`src/rtl/fpu_exec_sequencer.sv`:
```
// rtl/fpu_exec_sequencer.sv - issue/run/writeback sequencer around one FPU exec element
// Holds the element in reset outside RUN so every operation starts from a clean completed flag.
`timescale 1ns/1ps
module fpu_exec_sequencer #(
  parameter int TIMEOUT_CYCLES = 64
) (
  input  logic        clk,
  input  logic        reset,
  input  logic        issue_valid,
  output logic        issue_ready,
  input  logic [5:0]  issue_inst_num,
  input  logic [31:0] issue_fs,
  input  logic [31:0] issue_ft,
  input  logic [4:0]  issue_fd,
  output logic        elem_reset,
  output logic [5:0]  elem_inst_num,
  output logic [31:0] elem_fs,
  output logic [31:0] elem_ft,
  input  logic        elem_completed,
  input  logic [31:0] elem_out,
  output logic        wb_valid,
  input  logic        wb_ready,
  output logic [4:0]  wb_fd,
  output logic [31:0] wb_data,
  output logic        wb_timeout,
  output logic        busy
);

  typedef enum logic [1:0] {S_IDLE, S_RUN, S_WB} state_t;

  // Counter holds the number of RUN cycles already spent; abort fires in the one after the last allowed.
  localparam logic [7:0] TIMEOUT_LIMIT = 8'(TIMEOUT_CYCLES);

  state_t      r_state;
  state_t      w_next;
  logic [7:0]  r_count;
  logic        r_elem_reset;
  logic [5:0]  r_elem_inst_num;
  logic [31:0] r_elem_fs;
  logic [31:0] r_elem_ft;
  logic        r_wb_valid;
  logic [4:0]  r_wb_fd;
  logic [31:0] r_wb_data;
  logic        r_wb_timeout;

  logic w_accept;
  logic w_done;
  logic w_expire;
  logic w_release;

  assign w_accept  = (r_state == S_IDLE) && issue_valid;
  assign w_done    = (r_state == S_RUN) && elem_completed;
  assign w_expire  = (r_state == S_RUN) && !elem_completed && (r_count == TIMEOUT_LIMIT);
  assign w_release = (r_state == S_WB) && wb_ready;

  always_ff @(posedge clk) begin
    if (reset) r_state <= S_IDLE;
    else       r_state <= w_next;
  end

  always_comb begin
    w_next = r_state;
    case (r_state)
      S_IDLE:  if (w_accept) w_next = S_RUN;
      S_RUN:   if (w_done || w_expire) w_next = S_WB;
      S_WB:    if (w_release) w_next = S_IDLE;
      default: w_next = S_IDLE;
    endcase
  end

  always_comb begin
    issue_ready = (r_state == S_IDLE);
    busy        = (r_state != S_IDLE);
  end

  always_ff @(posedge clk) begin
    if (reset) begin
      r_count         <= 8'd0;
      r_elem_reset    <= 1'b1;
      r_elem_inst_num <= 6'd0;
      r_elem_fs       <= 32'd0;
      r_elem_ft       <= 32'd0;
      r_wb_valid      <= 1'b0;
      r_wb_fd         <= 5'd0;
      r_wb_data       <= 32'd0;
      r_wb_timeout    <= 1'b0;
    end else begin
      if (w_accept) begin
        r_elem_inst_num <= issue_inst_num;
        r_elem_fs       <= issue_fs;
        r_elem_ft       <= issue_ft;
        r_wb_fd         <= issue_fd;
        r_count         <= 8'd0;
      end else if ((r_state == S_RUN) && !elem_completed) begin
        r_count <= r_count + 8'd1;
      end
      // Completion takes priority over the abort when both land in the same cycle.
      if (w_done) begin
        r_wb_data    <= elem_out;
        r_wb_timeout <= 1'b0;
      end else if (w_expire) begin
        r_wb_data    <= 32'd0;
        r_wb_timeout <= 1'b1;
      end
      r_elem_reset <= (w_next != S_RUN);
      r_wb_valid   <= (w_next == S_WB);
    end
  end

  assign elem_reset    = r_elem_reset;
  assign elem_inst_num = r_elem_inst_num;
  assign elem_fs       = r_elem_fs;
  assign elem_ft       = r_elem_ft;
  assign wb_valid      = r_wb_valid;
  assign wb_fd         = r_wb_fd;
  assign wb_data       = r_wb_data;
  assign wb_timeout    = r_wb_timeout;

endmodule

```
`config.mk`:
```
export PLATFORM = sky130hd
export DESIGN_NAME = fpu_exec_sequencer
export DESIGN_NICKNAME = d
export VERILOG_FILES = /design/src/rtl/fpu_exec_sequencer.sv
export SDC_FILE = /design/constraint.sdc
export NUM_CORES = 1
export LEC_CHECK = 0
export BUFFER_PORTS_ARGS = -buffer_cell sky130_fd_sc_hd__buf_2
export CORE_UTILIZATION = 25
export DETAILED_ROUTE_END_ITERATION = 6
export PLACE_DENSITY = 0.61
export RECOVER_POWER = 25
export SLEW_MARGIN = 20
export SYNTH_ARGS = -nofsm -noshare
export SYNTH_HDL_FRONTEND = slang
export SYNTH_SLANG_ARGS = --single-unit
```
`constraint.sdc`:
```
create_clock -name clk -period 1.25 [get_ports clk]
set_input_delay 0.125 -clock clk [delete_from_list [all_inputs] [get_ports clk]]
set_output_delay 0.125 -clock clk [all_outputs]
set_load 0.05 [all_outputs]
```
==> results.txt <==
----------------------------------------------------
[Critical path]
  FF-to-FF Start ... r_state[1]$_SDFF_PP0_
  Required time of the critical path ... 1540 ps
  Nature of the critical path endpoint ... register
  Worst setup startpoint ... r_state[1]$_SDFF_PP0_
  Depth of the worst register-to-register path ... 5
  Capturing point of the worst reg2reg path ... wb_data[20]$_SDFFE_PP0P_
  Crit path max-delay cell type ... dfxtp_4
  Critical Path Source Type ... register
  Critical path buffers and inverters ... 2
  Delay contributed by the slowest stage of the critical path ... 370 ps
  Cell-by-cell trace of the critical path ... buf_12 -> nor3b_4 -> nand3_4 -> buf_12 -> a32o_1
  FF-to-FF setup slack ... -170 ps
  Cell family with most CP delay ... flip-flops
  Critical path peak fanout ... 22
  End point of the critical path ... wb_data[20]$_SDFFE_PP0P_
  Cell repeated most along the worst path ... buf_12
  Arrival time worst endpoint ... 1710 ps
  Instance count on the critical path ... 5
  Critical path type ... register to register

[Pwr]
  Total power of the final layout ... 0.0108 W
  LEAKAGE ... 3.46 nW
  Power per standard cell area ... 1420 nW/µm²
  Maximum ir drop on the vdd rail ... 0.857 mV

[Global routing]
  Number of antenna violations at the first check in global routing ... 0
  Vias in the first global route ... 4,514
  Maximum number of pins on one net before global-route repair ... 43
  Wire length of the first global-routing pass ... 21,900 µm
  Total routing resource utilization after global routing ... 0.158
  Final global-route overflow total ... 0

[Placement]
  Last weighted congestion value of the routability-driven placer ... 0.750
  Quantity of I/O buffers inserted on ports ... 223
  Post-DP HPWL ... 7960 µm
  Instance count after placement with tap cells included ... 902

[Drt]
  DRC violation count after routing ... 0
  Mean number of vias per cell ... 4.38
  Total vias in the final route ... 4,608
  Antenna viol nets, final ... 0
  Violation count after the first detailed-route iteration ... 179
  Total routed wirelength ... 13,900 µm
  WL per Instance ... 13.3 µm
  Detailed-router iteration count before antenna repair ... 6

[Synthesis]
  Post-Synthesis Cell Area ... 4190 µm²
  Yosys warning count ... 0
  EDFF count, synth ... 0
  Predominant post-synthesis flop cell ... dfxtp_1
  Mean instance size in the synthesized netlist ... 8.94 µm²
  Sequential area share after synthesis ... 0.573
  Top-count cell post-synth ... nand2_1
  Post-synth top cells ... 154 x nand2_1, 120 x dfxtp_1, 80 x a21oi_1, 32 x a32o_1, 22 x buf_2
  Largest cells by area after synthesis ... dfxtp_1 57%, nand2_1 14%, a21oi_1 9.5%
  Number of nets produced by synthesis ... 583
  Number of distinct standard cells referenced by the synthesized netlist ... 32
  Number of standard cells after synthesis ... 469
  Area fraction of the dominant cell type after synthesis ... 0.573
  Largest area contributor in the netlist ... dfxtp_1
  Fraction of synthesis flops using an asynchronous set or reset pin ... 0
  Number of synthesized register bits ... 120

[Worst hold path]
  Path class of the lowest-slack min-delay path ... input port to register

[CTS]
  CTS buffer count ... 17
  Clk sinks ... 120
  Maximum number of buffers from clock root to sink ... 2
  TritonCTS clock tree ... yes
  Clock tree root driver cell ... clkbuf_16
  Clk_lat worst skew ... 410 ps
  Depth of the CTS H-tree ... 4
  Clock transition at the register clock pins on the worst setup and hold paths after CTS ... 60 ps

[STA]
  Unrepaired setup endpoints after global routing ... true
  Count of endpoints failing hold in the final timing report ... 0
  Final setup violation count ... 121
  Smallest setup slack after layout ... -168 ps
  Total negative slack for setup checks ... -15,290 ps
  Final cycle utilization of the critical path ... 1.13
  Maximum clock skew at final layout ... 6.90 ps
  Timing-limited maximum frequency ... 705 MHz
  Worst relative slew slack ... 0.702
  Transition at the pin with the smallest max-transition slack ... 447 ps
  Count of pins over their slew limit ... 0
  Final Critical Period ... 1420 ps

[Floorplanning]
  Die area ... 17,300 µm²
  Placeable core area ... 16,100 µm²
  Top Ports ... 224
  Die Wd ... 132 µm
  Site row count ... 46
  Initial standard-cell utilization of the core ... 0.260
  Die outline height ... 132 µm

[Finish]
  Area growth syn-to-layout ... 81.5%
  Ant. Diodes ... 0
  Share of cells above drive strength 1 ... 0.375
  Nets@finish ... 936
  End-of-flow core utilization ... 0.472
  Non-filler instance count after layout ... 1,051

[Run status]
  Violations in the final reports ... negative setup slack
  Outcome ... complete, but fails checks

[Run]
  Maxcap violations ... 0

----------------------------------------------------
==> cell families after synthesis <==
kind of cell	after synthesis	synth area share
multiplexers	2	0.00477
buffers and inverters	41	0.0433
XOR/XNOR	2	0.00418
flip-flops	120	0.573
AO/OA/AOI/OAI	121	0.187
adder cells (fa/ha/maj)	2	0.00597
AND/OR/NAND/NOR	181	0.182
==> through the flow <==
stage	setup slack, ps	area, µm²	hold WS [ps]
CTS	-167	7570	6.20
finish	-168	7610	29.9
global route	-230	7610	38.2
detailed placement	-161	5800	337
global placement	-141	5800	333
floorplan	-118	4340	247
==> placed cells by master, fill, tap and decap left out, types with 2 or more instances in the layout <==
master	n
buf_6	7
dfxtp_2	2
a21oi_2	3
clkinvlp_4	3
inv_1	4
clkinv_4	2
a31oi_1	2
xnor2_1	2
and3_1	2
a21oi_1	77
nand2_1	153
clkbuf_2	27
dfxtp_1	116
clkbuf_16	18
nor2_1	3
clkinv_2	5
or3_1	2
ha_1	2
clkbuf_8	2
nor3b_4	2
buf_12	9
o31ai_1	2
nand3_1	2
o21ai_0	2
mux2i_1	2
buf_2	194
dlygate4sd3_1	109
dfxtp_4	2
a32o_1	32
buf_4	22
==> repair_timing <==
action | 4_1_cts | 5_1_grt
resized for setup | 11 | 8
pin swaps | 1 | 2
hold endpoints to repair | 108 | 0
buffers inserted | 5 | 2
gates cloned | 1 | 1
hold buffers | 109 | 0
setup endpoints to repair | 122 | 122
==> report_power, final <==
| group | total [W] | switching [W] | internal, W | leakage (nW) |
|---|---|---|---|---|
| Clock | 0.00458 | 0.00176 | 0.00282 | 0.272 |
| Combinational | 0.00210 | 0.00132 | 0.000780 | 2.20 |
| Sequential | 0.00414 | 0.000104 | 0.00403 | 0.983 |
==> final cells by class <==
type / count / area, µm²
fill: 1468 / 8510
timing repair buffer: 370 / 2660
sequential: 120 / 2410
multi-input combinational: 308 / 1690
clock buffer: 20 / 457
tap: 216 / 270
clock inverter: 12 / 101
inverter: 5 / 18.8
==> sequential cells by signal, summed over array words and instances (netlist names) <==
| name | cells |
|---|---|
| elem_fs | 32 |
| elem_ft | 32 |
| elem_inst_num | 6 |
| elem_reset | 1 |
| r_count | 8 |
| r_state | 2 |
| wb_data | 32 |
| wb_fd | 5 |
| wb_timeout | 1 |
| wb_valid | 1 |
==> layer usage <==
metal  wire length, µm  share of wire  GRT usage  vias up
li1                  -              -          -     2317
met1              5940           0.43      0.180     2107
met2              6870           0.49      0.269      158
met3               797          0.057     0.0448       26
met4               342          0.025     0.0795        0
met5                 0              0          0        -
==> worst min path at each step <==
stage                 start                       end  slack [ps]  cells after the start
2_1_floorplan   elem_out[0]   wb_data[0]$_SDFFE_PP0P_         250                      1
3_3_place_gp   elem_out[15]  wb_data[15]$_SDFFE_PP0P_         330                      2
3_5_place_dp    elem_out[2]   wb_data[2]$_SDFFE_PP0P_         340                      2
4_1_cts               reset       wb_valid$_SDFF_PP0_           6                      2
5_1_grt               reset       wb_valid$_SDFF_PP0_          40                      2
6_report              reset       wb_valid$_SDFF_PP0_          30                      2
No activity file was read; power rests on OpenSTA's default activity.
